### src/rtl/register_bank_pkg.sv
// Shared definitions for the register bank: operation codes and their width.
// Latency: n/a (definitions only).
// Backpressure: n/a.
package register_bank_pkg;

  localparam int OP_W = 3;

  typedef logic [OP_W-1:0] op_t;

  localparam op_t OP_NOP = 3'd0;
  localparam op_t OP_LD  = 3'd1;
  localparam op_t OP_INC = 3'd2;
  localparam op_t OP_DEC = 3'd3;
  localparam op_t OP_SHL = 3'd4;
  localparam op_t OP_SHR = 3'd5;
  localparam op_t OP_CLR = 3'd6;
  // Code 7 is reserved and decodes as an invalid (no-op) operation.

endpackage

### src/rtl/register_bank_op_unit.sv
// Purpose: combinational evaluation of one register-local operation.
// Latency: 0 cycles (pure combinational).
// Backpressure: none; a result is produced for every input.
// Ports: cur_val (current register), op, wr_data (LOAD value) ->
//        result, carry_out, valid_op (1 for codes that modify state).
module reg_op_unit
  import register_bank_pkg::*;
#(
  parameter int WIDTH = 8
) (
  input  logic [WIDTH-1:0] cur_val,
  input  op_t              op,
  input  logic [WIDTH-1:0] wr_data,
  output logic [WIDTH-1:0] result,
  output logic             carry_out,
  output logic             valid_op
);

  always_comb begin
    result    = cur_val;
    carry_out = 1'b0;
    valid_op  = 1'b1;
    case (op)
      OP_LD:  result = wr_data;
      // Extend by one bit so the wrap-around carry falls out of the add.
      OP_INC: {carry_out, result} = {1'b0, cur_val} + (WIDTH+1)'(1);
      OP_DEC: begin
        result    = cur_val - WIDTH'(1);
        carry_out = (cur_val == '0);
      end
      OP_SHL: {carry_out, result} = {cur_val, 1'b0};
      OP_SHR: {result, carry_out} = {1'b0, cur_val};
      OP_CLR: result = '0;
      default: valid_op = 1'b0;  // NOP and reserved code
    endcase
  end

endmodule

### src/rtl/register_bank.sv
// Purpose: DEPTH x WIDTH register bank, one op-based write port, two combinational read ports, registered zero/carry flags.
// Latency: writes and flags commit at the sampling edge; reads are combinational (optionally bypassing the in-flight result).
// Backpressure: none; one operation is accepted every cycle.
// Ports: clk, rst (sync, active-high); op/wr_addr/wr_data write port;
//        rd_addr_a/rd_addr_b -> rd_data_a/rd_data_b; zero_flag, carry_flag.
module register_bank
  import register_bank_pkg::*;
#(
  parameter  int WIDTH  = 8,
  parameter  int DEPTH  = 4,
  parameter  int BYPASS = 1,
  localparam int AW     = (DEPTH > 1) ? $clog2(DEPTH) : 1
) (
  input  logic             clk,
  input  logic             rst,
  input  op_t              op,
  input  logic [AW-1:0]    wr_addr,
  input  logic [WIDTH-1:0] wr_data,
  input  logic [AW-1:0]    rd_addr_a,
  input  logic [AW-1:0]    rd_addr_b,
  output logic [WIDTH-1:0] rd_data_a,
  output logic [WIDTH-1:0] rd_data_b,
  output logic             zero_flag,
  output logic             carry_flag
);

  localparam logic [AW:0] DEPTH_L = (AW+1)'(DEPTH);

  logic [WIDTH-1:0] regs [DEPTH];

  logic             wr_in_range;
  logic [WIDTH-1:0] cur_val;
  logic [WIDTH-1:0] result;
  logic             carry_out;
  logic             valid_op;
  logic             commit;

  // Addresses past the last register exist when DEPTH is not a power of two.
  assign wr_in_range = ({1'b0, wr_addr} < DEPTH_L);
  assign cur_val     = wr_in_range ? regs[wr_addr] : '0;

  reg_op_unit #(.WIDTH(WIDTH)) u_op (
    .cur_val   (cur_val),
    .op        (op),
    .wr_data   (wr_data),
    .result    (result),
    .carry_out (carry_out),
    .valid_op  (valid_op)
  );

  // Reset wins over any op, so a write in a reset cycle is neither stored nor forwarded.
  assign commit = !rst && valid_op && wr_in_range;

  always_ff @(posedge clk) begin
    if (rst) begin
      for (int i = 0; i < DEPTH; i++) begin
        regs[i] <= '0;
      end
      zero_flag  <= 1'b0;
      carry_flag <= 1'b0;
    end else if (commit) begin
      regs[wr_addr] <= result;
      zero_flag     <= (result == '0);
      carry_flag    <= carry_out;
    end
  end

  function automatic logic [WIDTH-1:0] read_port(input logic [AW-1:0] addr);
    logic [WIDTH-1:0] val;
    val = '0;
    if ({1'b0, addr} < DEPTH_L) begin
      if ((BYPASS != 0) && commit && (addr == wr_addr)) begin
        val = result;
      end else begin
        val = regs[addr];
      end
    end
    return val;
  endfunction

  always_comb begin
    rd_data_a = read_port(rd_addr_a);
    rd_data_b = read_port(rd_addr_b);
  end

endmodule

### config.mk
export PLATFORM = sky130hd
export DESIGN_NAME = register_bank
export DESIGN_NICKNAME = d
export VERILOG_FILES = /design/src/rtl/register_bank_pkg.sv /design/src/rtl/register_bank_op_unit.sv /design/src/rtl/register_bank.sv
export SDC_FILE = /design/constraint.sdc
export NUM_CORES = 1
export LEC_CHECK = 0
export BUFFER_PORTS_ARGS = -buffer_cell sky130_fd_sc_hd__clkbuf_2
export CAP_MARGIN = 20
export CORE_UTILIZATION = 45
export DETAILED_ROUTE_END_ITERATION = 16
export HOLD_SLACK_MARGIN = 0.1
export PLACE_DENSITY_LB_ADDON = 0.3
export SLEW_MARGIN = 20
export SYNTH_ARGS = -nofsm -noshare
export SYNTH_HDL_FRONTEND = slang
export SYNTH_SLANG_ARGS = --single-unit
export TNS_END_PERCENT = 20
### constraint.sdc
create_clock -name clk -period 4.45 [get_ports clk]
set_input_delay 0.89 -clock clk [delete_from_list [all_inputs] [get_ports clk]]
set_output_delay 0.89 -clock clk [all_outputs]
set_load 0.005 [all_outputs]
---- Word level (Yosys, flattened, before mapping) ----
Memory sizes are Yosys's and may differ from the RTL's.
Index checks and enable logic that the tools add are counted.
storage, ports and cells
  register bits ........................... 2
  RAM bits ................................ 32
  input port bits ......................... 19
  output and inout port bits .............. 18
  logic and storage cells ................. 34
  memories kept ........................... 1
cells by class
  add/sub/neg operators ................... 2
  equality and inequality tests ........... 8
  mux-type cells .......................... 13
  reductions and logical operators ........ 8
memories
  memory  words  width  rd ports  clocked after Yosys merged registers in  wr ports  line                 source
  regs    4      8      3         0                                        4         register_bank.sv:29  logic [WIDTH-1:0] regs [DEPTH];
operators with widths
  operator                                              count
  one-hot mux 8 bit (6 select lines)                    1
  two-way mux 8 bit                                     3
  zero test 8 bit                                       2
  adder 8 x 1 -> 9 bit (second input constant)          1
  equality test 3 bit (second input constant)           3
  OR reduction 8 bit                                    1
  subtractor 8 x 1 -> 8 bit (second input constant)     1
  two-way mux 1 bit                                     7
  equality test 3 x 2 -> 1 bit (second input constant)  2
  OR reduction 6 bit                                    1
  equality test 2 bit                                   2
  one-hot mux 1 bit (4 select lines)                    1
  equality test 3 x 1 -> 1 bit (second input constant)  1
  logical AND 1 bit                                     3
  two-way mux 2 bit                                     1
  zero test 1 bit                                       1

---- Logic depth before layout (Yosys ltp) ----
  depth in word-level cells ............... 9
  depth in mapped cells ................... 12
  depth with buffers taken out ............ 10

---- Cells and area by module ----
A second synthesis with hierarchy kept.
unflattened totals
  cell total of the unflattened synthesis .. 262
  area total of the unflattened synthesis .. 2989.1 um^2
by module, submodules not included
  module         times used  cells an instance  area each (um^2)  sequential area each (um^2)
  register_bank  1           136                2197.1            1001.0
  reg_op_unit    1           126                792.0             0.0

---- Worst setup path after synthesis ----
No wires, ideal clock.
  kind .................................... input port to output port
  start point ............................. input port wr_addr[0]
  end point ............................... output port rd_data_a[7]
  arrival time ............................ 3.097 ns
  data required time ...................... 3.560 ns
  path slack .............................. 0.463 ns
  cell stages on the path ................. 9
  path buffers ............................ 2
  path through ............................ buf_6 > buf_8 > mux4_2 > or3_4 > nor2_1 > xor2_1 > a311oi_2 > nand2_2 > mux2_2
between the ends
  word-level cells in the longest chain between the ends .. 4
  elaborated cells between the ends (all ways) .. 7
  classes of those cells .................. add/sub (2); eq/ne (1); mux (2); reduce/logical (1); memory (1)
ends and longest elaborated chain
  item                                                                      line                                                      source
  start, declared                                                           register_bank.sv:17                                       input logic [AW-1:0] wr_addr,
  memory (4 x 8 bit)                                                        --
  subtractor 8 x 1 -> 8 bit / adder 8 x 1 -> 9 bit (equally long branches)  register_bank_op_unit.sv:28, register_bank_op_unit.sv:26
  one-hot mux 8 bit (6 select lines)                                        register_bank_op_unit.sv:23                               case (op)
  two-way mux 8 bit (*)                                                     register_bank.sv:72                                       if ((BYPASS != 0) && commit && (addr == wr_addr)) begin
  end, declared                                                             register_bank.sv:21                                       output logic [WIDTH-1:0] rd_data_a,
Every way passes the cells marked *; elsewhere a longest branch is shown, timed or not.

---- Worst setup path in the final report ----
  start point ............................. input port wr_addr[0]
  end point ............................... output port rd_data_a[6]
The elaborated chain is that of the path after synthesis.

==> flow_summary_export.csv <==
group,metric,value,unit
synthesis,yosysWarnings,0,
floorplanning,coreArea,0.00606,mm^2
place,dp_cells,373,
cells_and_area,num-fill-cells,552,
setup_path,crit_buf_inv,2,
global_routing,antenna_found_initial,0,
clock_tree,cts_tree,"built",
synthesis,synth.top_cells.by_count,"nor2_1 (40), edfxtp_1 (32), mux4_2 (23)",
timing,worst_pin_slew,0.564,ns
timing,max_freq,238,MHz
setup_path,r2r_start,"regs[3][0]",
min_path,min-delay-start,"carry_flag",
global_routing,grt_max_degree,19,
timing,setup_tns,0,ns
clock_tree,clk_pin_slew_worst_paths,0.07,ns
synthesis,synth_edf_count,32,
place,portBuffers,36,
cells_and_area,final_cells,381,
min_path,hp-class,"reg2reg",
setup_path,regToRegSetupSlack,1.63,ns
setup_path,path_cells,"clkbuf_4, mux4_2, ha_1, nand2_2, nor3_1, or3_1, a31o_2, o21a_1, mux2_2, clkbuf_2",
routing,drt-pass1-iter-count,4,
setup_path,max_stage_delay,0.62,ns
synthesis,synthFlopType,"edfxtp_1",
synthesis,ys_top_cells_by_area,"edfxtp_1 (33%), mux4_2 (18%), nor2_1 (5.2%)",
routing,remaining_drc_errors,0,
synthesis,synth_area,0.00289,mm^2
cells_and_area,drive_above_1_share,0.343,
timing,finalCritPeriodShare,0.944,
routing,drt-initial-drc-count,174,
setup_path,critPathCaptureType,"output port",
cells_and_area,multi_input_area,0.00176,mm^2
clock_tree,cts_setup_buffers,0,
cells_and_area,seq_area,0.00100,mm^2
place,routabilityCongestion,0.879,
clock_tree,cts_made_buffers,5,
setup_path,setup.worst_path.start_class,"input port",
pwr,peakVddDrop,0.220,mV
routing,antenna_left,0,
floorplanning,start_util,0.476,
synthesis,ys_ff_latch,34,
cells_and_area,fin_area,0.00325,mm^2
job,cap_violations,0,
synthesis,yosys.area.top_type,"edfxtp_1",
clock_tree,insertion_delay,0.29,ns
routing,avgRoutedWirePerCell,19.7,um
cells_and_area,diodes,0,
timing,final-setup-viol-count,0,
clock_tree,clockBufferDepth,2,
min_path,hold_path_depth,2,
cells_and_area,area_delta_synth_final,12.7,%
setup_path,worstPathArrival,3.31,ns
timing,rsz0062_at_grt,"false",
floorplanning,rows,28,
synthesis,syn_nets,289,
floorplanning,fp.dieArea,0.00674,mm^2
clock_tree,cts_root_buffer,"clkbuf_8",
global_routing,grt_overflow,0,
status,status,"complete, no violations",
floorplanning,ios,37,
setup_path,regToRegEndpoint,"zero_flag",
timing,fin_crit,4.20,ns
timing,finalHoldViolCount,0,
clock_tree,cts.sinks,34,
setup_path,cp_slowest_cell,"mux4_2",
synthesis,synth_top_cell_area_share,0.333,
setup_path,rr_worst_depth,11,
routing,vias,2384,
routing,routed_wl,7490,um
place,dp_hpwl,5570,um
timing,fin_skew,0.00745,ns
synthesis,yosys.cell_count.top_type,"nor2_1",
floorplanning,die_width,82.1,um
synthesis,avgSynthCellArea,10.8,um^2
place,placed_area,0.00317,mm^2
clock_tree,cts_hold_repair.buffers,0,
setup_path,path_class,"in2out",
synthesis,ys_async_sr_fraction,0,
floorplanning,die-height,82.1,um
pwr,leakagePower,1.23,nW
setup_path,critPathTopFamily,"multiplexers",
global_routing,grt_pass1_vias,2280,
synthesis,synth_cells,267,
synthesis,synth_cell_types,59,
setup_path,crit_fanout,14,
cells_and_area,nets,327,
routing,viasPerCell,6.26,
setup_path,crit_required,3.56,ns
timing,slew_viol_final,0,
synthesis,ys_seq_area_frac,0.347,
global_routing,grt_pass1_wl,11900,um
clock_tree,cts_max_level,2,
min_path,hold_path_end,"carry_flag",
pwr,p_per_area,281,mW/mm^2
global_routing,grt_use_total,0.245,
timing,slew_headroom,0.623,
-- through the flow --
step / util / setup slack [ns] / power (W) / hold WS [ns]
after global placement: 0.523 / 0.142 / 0.000699 / 0.482
after global routing: 0.537 / 0.0754 / 0.000959 / 0.512
after detailed placement: 0.523 / 0.134 / 0.000702 / 0.481
after floorplan: - / 0.463 / 0.000603 / 0.474
final: 0.537 / 0.251 / 0.000916 / 0.484
after CTS: 0.536 / 0.134 / 0.000916 / 0.491
-- how the worst max path moves through the flow --
stage / from / to / slack, ns / depth (start not counted)
floorplan: wr_addr[0] / rd_data_a[7] / 0.46 / 9
global placement: wr_addr[0] / rd_data_a[6] / 0.14 / 10
detailed placement: wr_addr[0] / rd_data_a[6] / 0.13 / 10
CTS: wr_addr[0] / rd_data_a[6] / 0.13 / 10
global route: wr_addr[0] / rd_data_a[6] / 0.08 / 10
finish: wr_addr[0] / rd_data_a[6] / 0.25 / 10
-- state kept, by name, indices dropped and copies added (netlist names) --
name / count
regs: 32
carry_flag: 1
zero_flag: 1
-- logic make-up (layout without fill, tap and decap cells) --
| kind of cell | Yosys count | count (layout) | share of synthesized area |
|---|---|---|---|
| AO/OA/AOI/OAI | 50 | 50 | 0.132 |
| XOR/XNOR | 9 | 9 | 0.0273 |
| adder cells (fa/ha/maj) | 3 | 3 | 0.0130 |
| buffers and inverters | 28 | 67 | 0.0451 |
| flip-flops | 34 | 34 | 0.347 |
| multiplexers | 42 | 42 | 0.261 |
| AND/OR/NAND/NOR | 101 | 101 | 0.175 |
-- cell usage in the layout (no fill, tap or decap), types with 4 or more instances in the layout --
| cell type | Yosys | layout |
|---|---|---|
| mux2_2 | 10 | 10 |
| edfxtp_1 | 32 | 32 |
| o21ai_1 | 6 | 6 |
| a21oi_1 | 8 | 8 |
| inv_1 | 6 | 6 |
| or3_1 | 4 | 4 |
| mux2_1 | 4 | 4 |
| nand2_1 | 14 | 14 |
| buf_4 | 0 | 14 |
| nand2b_1 | 8 | 8 |
| nor2_1 | 40 | 40 |
| nand3_1 | 6 | 6 |
| clkbuf_2 | 0 | 35 |
| nor2b_1 | 6 | 6 |
| clkbuf_8 | 0 | 5 |
| mux4_2 | 23 | 23 |
| xnor2_1 | 7 | 7 |
| nor3_1 | 6 | 6 |
-- per-layer routing --
layer,part of all wire,vias to the layer above,global-route usage,wire (um)
met5,0,-,0,0
met4,0.017,0,0.0842,131
met3,0.061,11,0.0396,460
met2,0.48,86,0.386,3570
met1,0.44,1181,0.343,3330
li1,-,1106,-,-
-- tightest hold or removal path: cells and delay by family (launching register included) --
family / cells / cell delay, ns
compound gates: 1 / 0.07
flops: 1 / 0.31
simple gates: 1 / 0.05
-- repair_timing --
item / CTS / global route
gates resized for setup: 0 / 2
endpoints found under the hold margin: 0 / 0
endpoints found under the setup margin: 0 / 3
-- area by class of cell --
type | instances | area share
sequential | 34 | 0.308
timing repair buffer | 50 | 0.0885
tap | 75 | 0.0288
inverter | 9 | 0.0104
clock buffer | 6 | 0.0223
clock inverter | 2 | 0.00269
multi-input combinational | 205 | 0.540
-- power by group --
group | switching (W) | internal, W | leakage (nW) | total, W
Clock | 0.000110 | 0.000107 | 0.0426 | 0.000217
Sequential | 0.0000155 | 0.000376 | 0.351 | 0.000391
Combinational | 0.000166 | 0.000141 | 0.832 | 0.000307
Total | 0.000292 | 0.000624 | 1.23 | 0.000916
Note: power is estimated with default switching activity, not from simulation.
